## config.mk

```make
export PLATFORM = sky130hd
export DESIGN_NAME = rs_dsp_mac_pipe
export DESIGN_NICKNAME = d
export VERILOG_FILES = /design/src/rtl/rs_dsp_pkg.sv /design/src/rtl/rs_dsp_round_sat.sv /design/src/rtl/rs_dsp_mac_pipe.sv
export SDC_FILE = /design/constraint.sdc
export NUM_CORES = 2
export LEC_CHECK = 0
export ABC_AREA = 1
export CAP_MARGIN = 20
export CORE_MARGIN = 5
export CORE_UTILIZATION = 30
export CTS_CLUSTER_DIAMETER = 200
export CTS_CLUSTER_SIZE = 10
export DETAILED_ROUTE_END_ITERATION = 12
export GPL_TIMING_DRIVEN = 0
export PLACE_DENSITY = 0.55
export SLEW_MARGIN = 20
export SYNTH_ARGS = -nofsm -noshare
export SYNTH_HDL_FRONTEND = slang
export SYNTH_SLANG_ARGS = --single-unit
export TNS_END_PERCENT = 30
```

## constraint.sdc

```tcl
create_clock -name clk -period 9.1 [get_ports clk]
set_input_delay 2.275 -clock clk [delete_from_list [all_inputs] [get_ports clk]]
set_output_delay 2.275 -clock clk [all_outputs]
set_load 0.005 [all_outputs]
```

## src/rtl/rs_dsp_pkg.sv

```systemverilog
// Shared types and width helpers for the rs_dsp multiply-accumulate family.
package rs_dsp_pkg;

  typedef enum logic [2:0] {
    FB_MUL   = 3'd0,
    FB_ADD   = 3'd1,
    FB_SUB   = 3'd2,
    FB_LOAD  = 3'd3,
    FB_CLEAR = 3'd4
  } fb_e;

  typedef enum logic [1:0] {
    OS_ACC  = 2'd0,
    OS_PROD = 2'd1,
    OS_RND  = 2'd2,
    OS_ZERO = 2'd3
  } os_e;

  typedef struct packed {
    logic       ua;
    logic       ub;
    logic [2:0] fb;
    logic [1:0] os;
  } ctl_t;

  // Both operands gain one extension bit before the signed multiply.
  function automatic int prod_width(input int aw, input int bw);
    return aw + bw + 2;
  endfunction

  function automatic bit acc_width_ok(input int aw, input int bw, input int accw);
    return accw >= aw + bw + 1;
  endfunction

  function automatic bit round_cfg_ok(input int accw, input int shift, input int outw);
    return (shift >= 0) && (shift <= accw - 2) && (outw <= accw) && (outw >= 2);
  endfunction

endpackage

```

## src/rtl/rs_dsp_round_sat.sv

```systemverilog
// Arithmetic right shift with round-half-up, then signed saturation to OUT_WIDTH.
module rs_dsp_round_sat #(
  parameter int ACC_WIDTH = 48,
  parameter int SHIFT     = 0,
  parameter int OUT_WIDTH = 38
) (
  input  logic [ACC_WIDTH-1:0] din,
  output logic [ACC_WIDTH-1:0] dout
);

  // One guard bit keeps the rounding add from wrapping at the positive limit.
  localparam int XW = ACC_WIDTH + 1;
  localparam logic signed [XW-1:0] HALF = (XW'(1) << SHIFT) >> 1;
  localparam logic signed [XW-1:0] OMAX = (XW'(1) << (OUT_WIDTH - 1)) - XW'(1);
  localparam logic signed [XW-1:0] OMIN = ~OMAX;

  logic signed [XW-1:0] din_x;
  logic signed [XW-1:0] rnd;
  logic signed [XW-1:0] shf;
  logic signed [XW-1:0] sat;

  assign din_x = {din[ACC_WIDTH-1], din};
  assign rnd   = din_x + HALF;
  assign shf   = rnd >>> SHIFT;

  always_comb begin
    sat = shf;
    if (shf > OMAX) begin
      sat = OMAX;
    end else if (shf < OMIN) begin
      sat = OMIN;
    end
  end

  assign dout = ACC_WIDTH'(sat);

endmodule

```

## src/rtl/rs_dsp_mac_pipe.sv

```systemverilog
// Pipelined signed/unsigned MAC: optional input register, product register, accumulator/output register.
module rs_dsp_mac_pipe
  import rs_dsp_pkg::*;
#(
  parameter int A_WIDTH   = 20,
  parameter int B_WIDTH   = 18,
  parameter int ACC_WIDTH = 48,
  parameter int IN_REG    = 1,
  parameter int SATURATE  = 1,
  parameter int SHIFT     = 0,
  parameter int OUT_WIDTH = 38
) (
  input  logic                 clk,
  input  logic                 reset,
  input  logic                 in_valid,
  input  logic [A_WIDTH-1:0]   a,
  input  logic [B_WIDTH-1:0]   b,
  input  logic                 unsigned_a,
  input  logic                 unsigned_b,
  input  logic [2:0]           feedback,
  input  logic [1:0]           output_select,
  output logic [ACC_WIDTH-1:0] z,
  output logic                 out_valid,
  output logic                 overflow
);

  localparam int PW = prod_width(A_WIDTH, B_WIDTH);
  localparam logic [ACC_WIDTH-1:0] ACC_MAX = {1'b0, {(ACC_WIDTH-1){1'b1}}};
  localparam logic [ACC_WIDTH-1:0] ACC_MIN = {1'b1, {(ACC_WIDTH-1){1'b0}}};

  logic               v0;
  logic [A_WIDTH-1:0] a0;
  logic [B_WIDTH-1:0] b0;
  ctl_t               ctl0;

  generate
    if (IN_REG != 0) begin : g_in_reg
      always_ff @(posedge clk or negedge reset) begin
        if (!reset) begin
          v0   <= 1'b0;
          a0   <= '0;
          b0   <= '0;
          ctl0 <= '0;
        end else begin
          v0   <= in_valid;
          a0   <= a;
          b0   <= b;
          ctl0 <= {unsigned_a, unsigned_b, feedback, output_select};
        end
      end
    end else begin : g_no_in_reg
      assign v0   = in_valid;
      assign a0   = a;
      assign b0   = b;
      assign ctl0 = {unsigned_a, unsigned_b, feedback, output_select};
    end
  endgenerate

  logic signed [A_WIDTH:0] a_ext;
  logic signed [B_WIDTH:0] b_ext;
  logic signed [PW-1:0]    prod_full;

  assign a_ext     = {~ctl0.ua & a0[A_WIDTH-1], a0};
  assign b_ext     = {~ctl0.ub & b0[B_WIDTH-1], b0};
  assign prod_full = PW'(a_ext) * PW'(b_ext);

  logic                 v1;
  logic [2:0]           fb1;
  logic [1:0]           os1;
  logic [ACC_WIDTH-1:0] p1;

  always_ff @(posedge clk or negedge reset) begin
    if (!reset) begin
      v1  <= 1'b0;
      fb1 <= '0;
      os1 <= '0;
      p1  <= '0;
    end else begin
      v1  <= v0;
      fb1 <= ctl0.fb;
      os1 <= ctl0.os;
      p1  <= ACC_WIDTH'(prod_full);
    end
  end

  logic [ACC_WIDTH-1:0] acc;
  logic [ACC_WIDTH:0]   sum_x;
  logic [ACC_WIDTH-1:0] acc_n;
  logic [ACC_WIDTH-1:0] rnd_out;
  logic [ACC_WIDTH-1:0] z_n;
  logic                 ovf_n;

  // Full-precision sum: overflow shows up as disagreement of the top two bits.
  assign sum_x = (fb1 == FB_SUB) ? ({acc[ACC_WIDTH-1], acc} - {p1[ACC_WIDTH-1], p1})
                                 : ({acc[ACC_WIDTH-1], acc} + {p1[ACC_WIDTH-1], p1});

  always_comb begin
    acc_n = p1;
    ovf_n = overflow;
    case (fb1)
      FB_ADD, FB_SUB: begin
        acc_n = sum_x[ACC_WIDTH-1:0];
        if (sum_x[ACC_WIDTH] != sum_x[ACC_WIDTH-1]) begin
          ovf_n = 1'b1;
          if (SATURATE != 0) begin
            acc_n = sum_x[ACC_WIDTH] ? ACC_MIN : ACC_MAX;
          end
        end
      end
      FB_LOAD: begin
        acc_n = p1;
        ovf_n = 1'b0;
      end
      FB_CLEAR: begin
        acc_n = '0;
        ovf_n = 1'b0;
      end
      default: acc_n = p1;
    endcase
  end

  rs_dsp_round_sat #(
    .ACC_WIDTH (ACC_WIDTH),
    .SHIFT     (SHIFT),
    .OUT_WIDTH (OUT_WIDTH)
  ) u_round_sat (
    .din  (acc_n),
    .dout (rnd_out)
  );

  always_comb begin
    z_n = '0;
    case (os1)
      OS_ACC:  z_n = acc_n;
      OS_PROD: z_n = p1;
      OS_RND:  z_n = rnd_out;
      default: z_n = '0;
    endcase
  end

  always_ff @(posedge clk or negedge reset) begin
    if (!reset) begin
      acc       <= '0;
      overflow  <= 1'b0;
      z         <= '0;
      out_valid <= 1'b0;
    end else begin
      out_valid <= v1;
      if (v1) begin
        acc      <= acc_n;
        overflow <= ovf_n;
        z        <= z_n;
      end
    end
  end

endmodule

```

==> impl_metrics.csv <==
group,metric,value,unit
finish,n_antenna_cell,0,
worst_hold_path,worst_hold_startpoint,"ctl0[4]$_DFF_PN0_",
global_route,grt_pass1_vias,23830,
floorplan,die_h,311.5,um
finish,multi_input_area,0.01923,mm2
clock_network,cts_root_buf,"clkbuf_16",
floorplan,rows,110,
synth,syn_area,0.02727,mm2
floorplan,core-area,0.09015,mm2
placed_design,routabilityCongestion,0.9665,
finish,nFillCells,9659,
synth,synth-seq-area-share,0.1744,
finish,seq_area,0.004755,mm2
critical_path,r2r_slack,0.58,ns
clock_network,numCtsBuffers,17,
global_route,grt_pass1_wl,140.2,mm
sta,period_share,0.9367,
critical_path,worst-path-max-fanout,10,
synth,yosysWarnings,0,
synth,synth_cell_types,52,
finish,nNetsFinal,4306,
worst_hold_path,hold_end,"fb1[2]$_DFF_PN0_",
sta,fmax,117.3,MHz
sta,hold_violations,0,
clock_network,clk_latency,0.51,ns
critical_path,r2r_end,"p1[36]$_DFF_PN0_",
sta,setup_viol,0,
finish,final_util,0.3371,
clock_network,clock-sinks,190,
synth,synth_edf_count,0,
critical_path,worst_setup_path_start_kind,"register",
critical_path,cp_slowest_cell,"buf_1",
detailed_routing,ant_nets,0,
clock_network,cts_buffer_depth,2,
clock_network,cts_max_level,4,
finish,most-common-layout-cells,"nand2_1 (1164), inv_1 (702), fa_1 (404)",
detailed_routing,route.detailed.drc,0,
sta,slew_viol_final,0,
synth,synthArstFlopShare,1.000,
global_route,gr-usage-all-layers,0.1859,
worst_hold_path,min_path_type,"register to register",
finish,areaGrowthSynthToFinish,11.44,%
run_status,status,"finished, final reports clean",
worst_hold_path,min_path_cells,0,
synth,ys_ff_latch,190,
detailed_routing,first_pass_iters,5,
finish,mostFrequentLayoutCell,"nand2_1",
global_route,antenna_found_initial,0,
synth,synth_fp_nets,4188,
critical_path,crit_required,9.45,ns
clock_network,cts_post_setup_buffers_inserted,0,
floorplan,start_util,0.3025,
synth,syn-instance-count,3569,
synth,ys.flop_type,"dfrtp_1",
sta,fin_skew,0.02836,ns
finish,layout-drive-gt1-share,0.04189,
clock_network,clkSlewWorstSetupHoldPaths,0.09,ns
finish,stdcell_count,4876,
floorplan,die_area,0.09703,mm2
critical_path,rr_startpoint,"a0[10]$_DFF_PN0_",
floorplan,die_x,311.5,um
critical_path,arrival,8.87,ns
critical_path,worstSetupPathType,"register to register",
placed_design,port_buffers,97,
detailed_routing,routed_wl,89.37,mm
detailed_routing,post_drt_via_cell_ratio,4.657,
critical_path,critPathMaxStageDelay,0.62,ns
critical_path,crit_top_cell,"fa_1",
detailed_routing,routedWlPerCell,18.33,um
critical_path,crit_buf_inv,7,
sta,finalCriticalPeriod,8.524,ns
floorplan,ios,98,
global_route,grt_overflow_total,0,
clock_network,ctsHoldBuffers,0,
sta,rsz0062_at_grt,"no",
global_route,grt_max_degree,87,
detailed_routing,first_iter_violations,1515,
critical_path,cpLargestDelayFamily,"adder cells",
clock_network,cts_tree,"yes",
sta,worst_slew_pin_slew,1.035,ns
job,cap_violations,0,
critical_path,reg2regPathDepth,27,
synth,avgSynthCellArea,7.640,um2
critical_path,end_kind,"register",
placed_design,dp_cells,4844,
detailed_routing,vias,22710,
sta,slew_headroom,0.3100,
placed_design,dpl.hpwl,75.25,mm
cell type report:
cell class | instances | area share
Clock buffer | 17 | 0.01400
Tap cell | 1176 | 0.04842
Inverter | 716 | 0.08844
Timing Repair Buffer | 99 | 0.03393
Sequential cell | 190 | 0.1565
Multi-Input combinational cell | 2519 | 0.6327
Buffer | 144 | 0.01985
Clock inverter | 15 | 0.006176
Yosys cell counts, types with 11 or more instances:
| library cell | instances | share of area |
|---|---|---|
| nor2_1 | 164 | 0.023 |
| xor2_1 | 75 | 0.024 |
| fa_1 | 404 | 0.30 |
| nand3_1 | 63 | 0.012 |
| a22oi_1 | 39 | 0.011 |
| a21oi_1 | 111 | 0.020 |
| buf_1 | 20 | 0.0028 |
| ha_1 | 167 | 0.077 |
| nor3_1 | 14 | 0.0026 |
| clkbuf_1 | 109 | 0.015 |
| xnor2_1 | 43 | 0.014 |
| nand2_2 | 23 | 0.0053 |
| nor2_2 | 11 | 0.0025 |
| a31oi_1 | 19 | 0.0044 |
| nand3_2 | 14 | 0.0051 |
| inv_1 | 702 | 0.097 |
| nand4_1 | 18 | 0.0041 |
| inv_2 | 13 | 0.0018 |
| nand2_1 | 1164 | 0.16 |
| o21ai_0 | 86 | 0.016 |
| dfrtp_1 | 190 | 0.17 |
| o21bai_1 | 17 | 0.0047 |
| or2_2 | 27 | 0.0062 |
registers in the layout (all words and copies together), names as in the netlist, 2 cells and up:
register and count:
a0 20, acc 48, b0 18, ctl0 7
fb1 3, os1 2, p1 40, z 48
cell families (layout without fill, tap and decap cells):
family                     count (synthesis)  after routing  share of synthesized area
AOI/OAI and AO/OA                        309            309                    0.06681
xor gates and xnor gates                 118            118                    0.03790
adders and majority gates                571            571                     0.3732
buffers and inverters                    860            991                     0.1206
DFF                                      190            190                     0.1744
and+or+nand+nor                         1521           1521                     0.2271
metrics by stage:
step / setup slack (ns) / hold slack (ns) / instance area, um2 / setup TNS (ns)
after floorplan: 2.374 / 0.3312 / 27270 / 0
after global placement: -3.357 / 0.3344 / 29710 / -632.39
after detailed placement: 0.3462 / 0.3355 / 29770 / 0
after CTS: 0.3259 / 0.3569 / 30390 / 0
after global routing: 0.09038 / 0.3625 / 30390 / 0
final: 0.5764 / 0.3525 / 30390 / 0
repair_timing:
item | 4_1_cts | 5_1_grt
endpoints found under the setup margin | 0 | 29
resized for setup | 0 | 2
hold endpoints to repair | 0 | 0
how the worst max path moves through the flow:
stage,startpoint,end,slack [ns],depth (start not counted)
floorplan,a0[9]$_DFF_PN0_,p1[36]$_DFF_PN0_,2.37,27
global placement,reset,ctl0[0]$_DFF_PN0_,-3.36,1
detailed placement,a0[13]$_DFF_PN0_,p1[36]$_DFF_PN0_,0.35,27
CTS,a0[10]$_DFF_PN0_,p1[36]$_DFF_PN0_,0.33,27
global route,a0[13]$_DFF_PN0_,p1[36]$_DFF_PN0_,0.09,27
finish,a0[10]$_DFF_PN0_,p1[36]$_DFF_PN0_,0.58,27
layer usage:
layer  vias to the layer above  wire (um)  GRT usage
met1                     11030      38760     0.2453
met4                         0       3298    0.06421
li1                      10890          -          -
met3                       134       4489    0.02399
met5                         -          0          0
met2                       660      42820     0.3158
Power is left out: the tool's default activity adds up to more than one toggle a clock period on the data nets, which glitch-free logic cannot reach.
